<file path="src/rtl/timer_sched_ctrl.sv">
// Countdown-timer sequencer: 0.1 ms tick prescaler, start/pause/restart FSM,
// and round-robin arbitration of penalty requests onto the remaining-time register.
module timer_sched_ctrl #(
    parameter int unsigned TICK_DIV   = 5000,
    parameter int unsigned START_TIME = 1800000,
    parameter int unsigned PENALTY    = 10000,
    parameter int unsigned NREQ       = 4,
    parameter int unsigned TW         = 24
) (
    input  logic            clock,
    input  logic            reset_n,
    input  logic            start,
    input  logic            pause,
    input  logic            restart,
    input  logic [NREQ-1:0] miss_req,
    output logic [NREQ-1:0] miss_ack,
    output logic [TW-1:0]   time_left,
    output logic            tick,
    output logic [1:0]      state,
    output logic            game_fail
);

    localparam int unsigned PSW = (TICK_DIV > 1) ? $clog2(TICK_DIV) : 1;
    localparam int unsigned PW  = $clog2(NREQ);

    localparam logic [PSW-1:0] PRESC_LAST = PSW'(TICK_DIV - 1);
    localparam logic [TW-1:0]  TIME_INIT  = TW'(START_TIME);
    localparam logic [TW-1:0]  TIME_PEN   = TW'(PENALTY);
    localparam logic [PW-1:0]  PTR_LAST   = PW'(NREQ - 1);

    typedef enum logic [1:0] {
        ST_IDLE  = 2'b00,
        ST_RUN   = 2'b01,
        ST_PAUSE = 2'b10,
        ST_FAIL  = 2'b11
    } state_t;

    state_t          state_q;
    state_t          state_d;
    logic [PSW-1:0]  presc_q;
    logic [PSW-1:0]  presc_d;
    logic [NREQ-1:0] pend_q;
    logic [NREQ-1:0] pend_d;
    logic [PW-1:0]   ptr_q;
    logic [PW-1:0]   ptr_d;
    logic [TW-1:0]   time_d;
    logic [NREQ-1:0] ack_d;
    logic            tick_d;
    logic            fail_d;

    logic            run;
    logic            tick_event;
    logic            grant_vld;
    logic [PW-1:0]   grant_idx;
    logic [NREQ-1:0] grant_oh;
    logic [TW-1:0]   dec;
    logic [TW-1:0]   time_sub;

    assign run        = (state_q == ST_RUN);
    assign tick_event = run && (presc_q == PRESC_LAST);

    // Round-robin pick: first pending requester at or after the pointer.
    always_comb begin : arbiter
        int pos;
        pos       = 0;
        grant_vld = 1'b0;
        grant_idx = '0;
        for (int k = 0; k < int'(NREQ); k++) begin
            pos = int'(ptr_q) + k;
            if (pos >= int'(NREQ)) begin
                pos = pos - int'(NREQ);
            end
            if (run && !grant_vld && pend_q[PW'(pos)]) begin
                grant_vld = 1'b1;
                grant_idx = PW'(pos);
            end
        end
        grant_oh = grant_vld ? (NREQ'(1) << grant_idx) : '0;
    end

    // Combined tick + penalty decrement, saturating at zero.
    assign dec      = TW'(tick_event) + (grant_vld ? TIME_PEN : '0);
    assign time_sub = (time_left > dec) ? (time_left - dec) : '0;

    always_ff @(posedge clock or negedge reset_n) begin
        if (!reset_n) begin
            state_q <= ST_IDLE;
        end else begin
            state_q <= state_d;
        end
    end

    always_comb begin : next_state
        state_d = state_q;
        if (restart) begin
            state_d = ST_IDLE;
        end else begin
            case (state_q)
                ST_IDLE:  if (start) state_d = ST_RUN;
                ST_RUN: begin
                    if (time_sub == '0) begin
                        state_d = ST_FAIL;
                    end else if (pause) begin
                        state_d = ST_PAUSE;
                    end
                end
                ST_PAUSE: if (start && !pause) state_d = ST_RUN;
                default:  state_d = ST_FAIL;
            endcase
        end
    end

    always_comb begin : datapath
        presc_d = presc_q;
        pend_d  = pend_q;
        ptr_d   = ptr_q;
        time_d  = time_left;
        ack_d   = '0;
        tick_d  = 1'b0;
        fail_d  = (state_d == ST_FAIL);
        if (restart) begin
            presc_d = '0;
            pend_d  = '0;
            ptr_d   = '0;
            time_d  = TIME_INIT;
        end else begin
            case (state_q)
                ST_IDLE: begin
                    time_d = TIME_INIT;
                    pend_d = '0;
                    if (start) presc_d = '0;
                end
                ST_RUN: begin
                    presc_d = (presc_q == PRESC_LAST) ? '0 : presc_q + PSW'(1);
                    time_d  = time_sub;
                    tick_d  = tick_event;
                    ack_d   = grant_oh;
                    if (grant_vld) begin
                        ptr_d = (grant_idx == PTR_LAST) ? '0 : grant_idx + PW'(1);
                    end
                    // A new request in the grant cycle survives the clear.
                    pend_d = (pend_q & ~grant_oh) | miss_req;
                    if (state_d == ST_FAIL) pend_d = '0;
                end
                ST_PAUSE: pend_d = pend_q | miss_req;
                default:  pend_d = '0;
            endcase
        end
    end

    always_ff @(posedge clock or negedge reset_n) begin
        if (!reset_n) begin
            presc_q   <= '0;
            pend_q    <= '0;
            ptr_q     <= '0;
            time_left <= TIME_INIT;
            miss_ack  <= '0;
            tick      <= 1'b0;
            game_fail <= 1'b0;
        end else begin
            presc_q   <= presc_d;
            pend_q    <= pend_d;
            ptr_q     <= ptr_d;
            time_left <= time_d;
            miss_ack  <= ack_d;
            tick      <= tick_d;
            game_fail <= fail_d;
        end
    end

    assign state = state_q;

endmodule

</file>
<file path="config.mk">
export PLATFORM = sky130hd
export DESIGN_NAME = timer_sched_ctrl
export DESIGN_NICKNAME = d
export VERILOG_FILES = /design/src/rtl/timer_sched_ctrl.sv
export SDC_FILE = /design/constraint.sdc
export NUM_CORES = 1
export LEC_CHECK = 0
export ABC_AREA = 1
export BUFFER_PORTS_ARGS = -buffer_cell sky130_fd_sc_hd__buf_2
export CAP_MARGIN = 20
export CORE_MARGIN = 3
export CORE_UTILIZATION = 40
export CTS_CLUSTER_DIAMETER = 30
export DETAILED_ROUTE_END_ITERATION = 7
export GPL_ROUTABILITY_DRIVEN = 0
export PLACE_DENSITY = 0.62
export SLEW_MARGIN = 30
export SYNTH_ARGS = -nofsm -noshare
export SYNTH_HDL_FRONTEND = slang
export SYNTH_SLANG_ARGS = --single-unit
export TNS_END_PERCENT = 100
</file>
<file path="constraint.sdc">
create_clock -name clock -period 6.85 [get_ports clock]
set_input_delay 0.3425 -clock clock [delete_from_list [all_inputs] [get_ports clock]]
set_output_delay 0.3425 -clock clock [all_outputs]
set_load 0.05 [all_outputs]
</file>
; Yosys cells after proc, flatten, opt, wreduce, memory -nomap -nowiden
; Cells that the tools add are included.
[classes]
add_sub_neg = 11
order_cmp = 9
n_eq_ne = 6
shift = 1
mux = 50
bitwise = 4
reduce_logical = 20
[op_table]
columns = op, n
row1 = 24-bit 2-to-1 mux, 2
row2 = 24-bit case mux with 2 select lines, 1
row3 = 13-bit 2-to-1 mux, 3
row4 = 2-bit 2-to-1 mux, 17
row5 = 13-bit case mux with 2 select lines, 1
row6 = 24-bit by 15-bit > comparator with 1-bit output, 1
row7 = 24-bit zero test, 1
row8 = 24-bit by 15-bit subtractor with 24-bit output, 1
row9 = 4-bit 2-to-1 mux, 5
row10 = "2-bit by 4-bit < comparator with 1-bit output, second input constant", 4
row11 = 1-bit by 14-bit adder with 15-bit output, 1
row12 = 1-bit 2-to-1 mux, 14
row13 = 14-bit 2-to-1 mux, 1
row14 = "13-bit by 1-bit adder with 13-bit output, second input constant", 1
row15 = "13-bit equality test, second input constant", 1
row16 = "3-bit greater-or-equal comparator, second input constant", 3
row17 = 1-bit logical AND, 9
row18 = 1-bit binary-select mux with 2-bit select, 4
row19 = 4-bit bitwise OR, 2
row20 = 4-bit case mux with 2 select lines, 1
row21 = "2-bit by 1-bit subtractor with 2-bit output, second input constant", 4
row22 = "2-bit by 2-bit adder with 3-bit output, second input constant", 2
row23 = "2-bit equality test, second input constant", 3
row24 = 2-bit case mux with 3 select lines, 1
row25 = 13 further kinds, 18
[totals]
reg_bits = 51
inputBits = 9
out_inout_bits = 32
elab_cells = 109

; Depth between registers and ports, before layout
; Gate-level depths: netlist of the first run.
[depth]
depth_word = 31
ltp_mapped = 33
mapped_depth_nobuf = 32

; Least setup slack after synthesis of the first run
; Ideal clock, no wire load.
[synth_path]
path_type = register -> register
start = register state_q[0], in the netlist state[0]
end = register pend_q[0]
setup_time_ns = 0.123
arrival_ns = 3.784
required_time_ns = 6.727
slack_ns = 2.942
stages_incl_launch_ff = 32
path_cell_list = dfrtp_1 > ha_1 > clkbuf_1 > nand3_1 > nand4_2 > buf_6 > inv_1 > ha_1 > o21ai_0 > inv_1 > nor3_1 > nand2_1 > nand2_1 > nand2_1 > nand2_2 > nand2_1 > nand2_2 > nand2_1 > nand2_1 > nand2_1 > nand2_1 > nand2_1 > nor2_1 > nand2_1 > nor2_1 > nand2_1 > nand2_1 > nand2_1 > nand2_1 > nand3_2 > nand2_1 > a21oi_1
[synth_via]
elab_chain_cells = 27
word_cells_on_any_way = 43
[synth_lines]
columns = element, line_no
row1 = start: declaration, 38  ; state_t state_q;
row2 = start signal: assignment, 89  ; state_q <= state_d;
row3 = 2-bit by 1-bit equality test with 1-bit output, "59, 98, 127"
row4 = 1-bit logical AND, 73  ; if (run && !grant_vld && pend_q[PW'(pos)]) begin
row5 = 1-bit 2-to-1 mux, 73
row6 = 1-bit zero test, 73
row7 = 1-bit logical AND (2 in series), 73
row8 = 1-bit 2-to-1 mux, 73
row9 = 1-bit zero test, 73
row10 = 1-bit logical AND (2 in series), 73
row11 = (+10 left out), n/a
row12 = 2-bit 2-to-1 mux, 101  ; if (time_sub == '0) begin
row13 = 2-bit case mux with 3 select lines, 98  ; case (state_q)
row14 = 2-bit 2-to-1 mux, 95  ; if (restart) begin
row15 = 2-bit equality test, 143  ; if (state_d == ST_FAIL) pend_d = '0;
row16 = 4-bit 2-to-1 mux, 143
row17 = 4-bit case mux with 2 select lines (*), 127  ; case (state_q)
row18 = 4-bit 2-to-1 mux (*), 121  ; if (restart) begin
row19 = via pend_d[0], 43  ; logic [NREQ-1:0] pend_d;
row20 = end signal: assignment, 162  ; pend_q <= pend_d;
row21 = end: declaration, 42  ; logic [NREQ-1:0] pend_q;
; The timed path passes the listed nets; every way through them passes the cells marked *.
; A chain may end at the register's enable or synchronous reset.

; Worst setup path in the final report of the first run
[layout_path]
start = register state_q[1], in the netlist state[1]
end = register pend_q[2]
; Same word-level chain as after synthesis.

==> run summary, run 1 <==
worst clock skew: 0.00832 ns
Via density: 5.34
Max VDD drop: 85.9 uV
CTS tree: done
post-CTS setup repair buffer count: 0
Most Frequent Cell on Critical Path: nand2_1
DIE WIDTH: 101 um
Period minus WS final: 4.33 ns
fin crit share: 63.2%
critical path startpoint: state[1]
final setup vio count: 0
Post-Synth XOR/XNOR Area: 1.92%
I/O pin count: 41
critical path class: flip-flop to flip-flop
largest net degree at the start of global routing: 52
HP Class: input pin to async pin
worst r2r dst: pend_q[2]
Max Transition Viols Final: 0
# rows: 34
reg2reg start: state[1]
largest family of logic cells by synthesized area: simple AND/OR/NAND/NOR gates
TritonCTS buffer count: 5
buffers added on ports: 40
Setup crit end: pend_q[2]
Yosys reg bits: 51
most frequent cells in the layout: 110 x nand2_1, 88 x inv_1, 54 x nor2_1
status: completed
initial antenna violation count: 0
share of cells above drive strength 1: 15.9%
Post-Layout Cell Count: 667
Initial Util: 41.4%
Cell Area, Synth: 3650 um2
synth warn: 0
TritonCTS sink count: 51
Final Util: 45.8%
Setup crit end kind: flip-flop
final hold viol count: 0
Synth cell types: 40
Syn Nets: 541
Syn Inst Count: 518
grt total ovfl: 0
Post-Synth Simple-Gate Area: 32.9%
setup TNS: 0 ns
Core Area: 8810 um2
Slew HR: 54.4%
gr usage total: 19.1%
CTS Root Cell: clkbuf_8
Post-synth top flop: dfrtp_1
DR iter-0 viols: 144
pwr dens: 159 nW/um2
Worst R2R Path Depth: 30
Die ar.: 10300 um2
CTS Buffer Depth: 2
maximum clock rate: 231 MHz
clock-pin transition on the worst setup and hold timing paths: 0.10 ns
flop2flop setup slack: 2.52 ns
Hold Buf Count CTS: 0
adder-cell share of the synthesized area: 4.80%
Post-synth EDFFs: 0
Clock Latency Late Sink: 0.31 ns
Static Leak: 2.02 nW
Worst Path Max Fanout: 11
CP max stage cell: dfrtp_1
final WL: 9.50 mm
fin nets: 582
Diodes inserted: 0
mean post-synth cell area: 7.04 um2
placed insts: 660
post-CTS sizing: 0
WL/cell: 14.2 um
max_cap viols: 0
register area share after synthesis: 35.4%
post-synthesis compound-gate area fraction: 14.2%
commonest non-fill, non-tap cell in the layout: nand2_1
RSZ-0062 raised after global routing: no
first-pass detailed-route iteration total: 6
Worst-Margin Slew: 0.684 ns
Area growth, synth to finish: 10.7%
filler cell count: 898
CP startpoint kind: flip-flop
first-pass GRT wire length: 16.0 mm
critical path arrival: 4.53 ns
CP max stage delay: 0.45 ns
DIE HEIGHT: 101 um
dpl hpwl: 7.15 mm
mux contribution to synthesized area: 0%
H-tree levels: 2
DRC violations left: 0
vias in the first global route: 3468
Design Power: 0.641 mW
number of nets with antenna violations after routing: 0
Post-synth ARST share: 100%
total number of vias: 3563
Critical Path RT: 7.05 ns
## worst max-delay path: cells and delay by family, from the launching register on
kind	cells	cell delay [ns]
AOI/OAI and AO/OA	2	0.16
adders and majority gates	2	0.80
buffers and inverters	3	0.36
DFF	1	0.45
and+or+nand+nor	23	2.43
## report_power, final
group	total (mW)	switching, mW	internal (mW)	leakage (nW)
Sequential	0.317	0.00779	0.310	0.672
Clock	0.178	0.107	0.0706	0.0373
Combinational	0.145	0.106	0.0393	1.31
## per-layer routing
metal / GRT usage, % / wire (um) / vias to the layer above
met3: 2.62 / 360 / 15
met1: 24.9 / 4370 / 1675
met5: 0 / 0 / -
met2: 32.7 / 4600 / 90
met4: 5.83 / 171 / 0
li1: - / - / 1783
## worst min-delay path by stage
stage,slack (ns),cells past startpoint,startpoint,end
finish,0.16,2,reset_n,miss_ack[1]
global route,0.21,2,reset_n,state[1]
CTS,0.18,2,reset_n,miss_ack[0]
detailed placement,0.51,2,time_left[10],time_left[10]
global placement,0.51,2,reset_n,miss_ack[0]
floorplan,0.05,0,reset_n,game_fail
## logic make-up (layout without fill, tap and decap cells)
| logic type | count (synthesis) | after routing |
|---|---|---|
| AOI/OAI and AO/OA | 88 | 88 |
| xor gates and xnor gates | 8 | 8 |
| adders and majority gates | 14 | 14 |
| and+or+nand+nor | 256 | 256 |
| buffers and inverters | 101 | 142 |
| DFF | 51 | 51 |
## flip-flops by register name (all words and copies together), names as in the netlist
signal / cells
game_fail: 1
miss_ack: 4
pend_q: 4
time_left: 24
ptr_q: 2
tick: 1
presc_q: 13
state: 2
## cells in the mapped netlist, types with 3 or more instances
cell	number	share of area [%]
nand2_4	3	0.93
inv_2	3	0.31
a31oi_1	3	0.51
nand4_2	3	1.0
nand3_2	9	2.5
o22ai_1	7	1.2
o21ai_0	25	3.4
nor4_1	3	0.51
nand2_2	6	1.0
clkbuf_1	7	0.72
nand4_1	10	1.7
nand3_1	34	4.7
a22oi_1	6	1.2
o32ai_1	4	0.96
ha_1	14	4.8
dfrtp_1	40	27
nor2_1	54	5.6
dfstp_2	11	7.9
a21oi_1	30	4.1
nor3_1	18	2.5
inv_1	88	9.1
xor2_1	7	1.7
o21ai_1	3	0.41
nand2_1	110	11
## stage by stage
step / hold WS [ns] / setup slack [ns] / area (um2)
CTS: 0.181 / 2.54 / 4040
global route: 0.205 / 2.03 / 4040
detailed placement: 0.514 / 2.56 / 3960
floorplan: 0.0469 / 2.94 / 3650
finish: 0.156 / 2.52 / 4040
global placement: 0.514 / 2.75 / 3960
## final cells by class
class / count / area, um2 / share of cell area (%)
Sequential cell: 51 / 1290 / 32.0
Clock buffer: 6 / 72.6 / 1.80
Inverter: 92 / 345 / 8.56
Multi-Input combinational cell: 366 / 1960 / 48.6
Tap cell: 108 / 135 / 3.35
Timing Repair Buffer: 43 / 223 / 5.52
Clock inverter: 1 / 7.51 / 0.186
Note: power is estimated with default switching activity, not from simulation.
==> run 2: changes to the inputs <==
Settings changed: PLACE_DENSITY 0.62 to 0.64.
Clock period 6.85 ns to 3.6 ns, I/O delays scaled along.
==> run summary, run 2 (synthesis gave the netlist of run 1 again) <==
Critical Path RT: 3.80 ns (-3.25 ns)
CTS Root Cell: clkbuf_8
largest net degree at the start of global routing: 31 (-40%)
share of cells above drive strength 1: 26.3% (+10 points)
M2 GR Usage: 32.0% (-0.70 points)
combinational share of power: 24.2% (+1.5 points)
final hold viol count: 0 (unchanged)
Via density: 5.40 (+1.0%)
Hold EP: state[1]
CP startpoint kind: flip-flop
placed cell area: 4140 um2 (+4.6%)
# rows: 34 (unchanged)
Reg with most FFs: time_left
gr usage total: 20.0% (+0.91 points)
worst setup margin: 0.112 ns (-2.41 ns)
DRC violations left: 0 (unchanged)
first-pass detailed-route iteration total: 5 (-1)
Initial Util: 41.4% (unchanged)
Max Transition Viols Final: 0 (unchanged)
buffers added on ports: 40 (unchanged)
vias in the first global route: 3493 (+0.72%)
CP max stage delay: 0.47 ns (+0.02 ns)
HP Class: input pin to flip-flop
multi-input gate area in the final layout: 2140 um2 (+8.9%)
internal power: 0.908 mW (+120%)
Slew HR: 51.3% (-3.1 points)
total number of vias: 3788 (+6.3%)
Min-Delay Path Depth: 2
post-placement setup slack: -0.0568 ns (-2.62 ns)
Max VDD drop: 165 uV (+92%)
Core Area: 8810 um2 (unchanged)
TritonCTS buffer count: 5 (unchanged)
Sw Share: 33.3% (-1.2 points)
RSZ-0062 raised after global routing: yes
final WL: 10.4 mm (+9.3%)
pwr dens: 302 nW/um2 (+90%)
Post-Layout Inst Area: 4510 um2 (+12%)
filler cell count: 859 (-4.3%)
first-pass GRT wire length: 16.5 mm (+3.2%)
busiest layer in global routing: met2
worst r2r dst: pend_q[0]
DIE HEIGHT: 101 um (unchanged)
Clock power frac: 31.3% (+3.5 points)
critical path class: flip-flop to flip-flop
WL/cell: 14.8 um (+3.8%)
reg2reg start: ptr_q[0]
H-tree levels: 2 (unchanged)
TritonCTS sink count: 51 (unchanged)
Setup crit end kind: flip-flop
flop2flop setup slack: 0.11 ns (-2.41 ns)
commonest non-fill, non-tap cell in the layout: nand2_1
DR iter-0 viols: 188 (+31%)
max reg flops: 24 (unchanged)
worst clock skew: 0.00301 ns (-0.00531 ns)
critical path arrival: 3.69 ns (-0.84 ns)
maximum clock rate: 287 MHz (+24%)
Diodes inserted: 0 (unchanged)
Largest regs: time_left: 24 flops, presc_q: 13 flops
CTS Buffer Depth: 2 (unchanged)
status: completed
Seq pwr share: 44.5% (-5.0 points)
clock-pin transition on the worst setup and hold timing paths: 0.10 ns (about the same)
fin nets: 616 (+5.8%)
final setup vio count: 0 (unchanged)
Period minus WS final: 3.49 ns (-0.843 ns)
DIE WIDTH: 101 um (unchanged)
I/O pin count: 41 (unchanged)
Worst R2R Path Depth: 32 (+6.7%)
grt total ovfl: 0 (unchanged)
Hold Crit Start: restart
Static Leak: 2.21 nW (+9.3%)
most frequent cells in the layout: 98 x nand2_1, 86 x inv_1, 51 x nor2_1
initial antenna violation count: 0 (unchanged)
Die ar.: 10300 um2 (unchanged)
Psw: 0.454 mW (+110%)
number of nets with antenna violations after routing: 0 (unchanged)
fin crit share: 96.9% (+34 points)
met3 GRT Util: 2.62% (unchanged)
max_cap viols: 0 (unchanged)
Area growth, synth to finish: 23.8%
grt met1 use: 27.9% (+3.0 points)
CTS tree: done
Worst-Margin Slew: 0.731 ns (+0.0469 ns)
Worst Path Max Fanout: 8 (-3)
register area: 1290 um2 (+0.29%)
Clock Latency Late Sink: 0.31 ns (about the same)
dpl hpwl: 7.63 mm (+6.7%)
CP max stage cell: dfrtp_2
run 2: repair_timing:
action	in CTS	in global routing
pin swaps	1	20
hold endpoints to repair	21	0
setup buffers	0	10
hold buffers	1	0
gates resized for setup	6	36
setup endpoints to repair	4	7
run 2: worst max-delay path by stage:
stage,startpoint,to,depth (start not counted)
floorplan,state[1],pend_q[0],32
global placement,state[1],pend_q[2],31
detailed placement,ptr_q[0],pend_q[2],31
CTS,state[1],pend_q[2],31
global route,ptr_q[0],pend_q[1],32
finish,ptr_q[0],pend_q[0],32
run 2: layer usage:
metal | wire (um) | vias to the layer above | part of all wire [%]
met3 | 510 | 15 | 4.9
li1 | - | 1848 | -
met4 | 174 | 0 | 1.7
met2 | 4960 | 125 | 48
met1 | 4740 | 1800 | 46
met5 | 0 | - | 0
run 2: layout make-up:
class / count / area share, %
clock inverters: 3 / 1.05
flip-flops and latches: 51 / 28.7
well taps: 108 / 2.99
inverters: 92 / 7.76
repair buffers: 77 / 10.6
multi-input cells: 366 / 47.4
clock buffers: 5 / 1.52
run 2: power by group through the flow:
stage	clock network, mW	registers (mW)	logic (mW)
after detailed placement	0	0.612	0.301
final	0.426	0.606	0.329
after global routing	0.460	0.608	0.366
after CTS	0.442	0.602	0.304
after global placement	0	0.612	0.298
after floorplan	0	0.633	0.176
run 2: stage by stage:
step           utilization, %  total power [mW]  TNS, ns  hold slack, ns  std cells
3_3_place_gp             47.0             0.909        0           0.286        683
4_1_cts                  48.5              1.35        0          0.0801        692
6_report                 51.3              1.36        0          0.0865        702
5_1_grt                  51.3              1.43    -1.24          0.0772        702
3_5_place_dp             47.0             0.913   -0.196           0.288        683
2_1_floorplan               -             0.809        0          -0.116        518
run 2: worst max-delay path: cells and delay by family, from the launching register on:
kind	cells	cell delay, ns
DFF	1	0.47
adders and majority gates	1	0.21
AOI/OAI and AO/OA	2	0.13
and+or+nand+nor	26	2.28
buffers and inverters	3	0.29
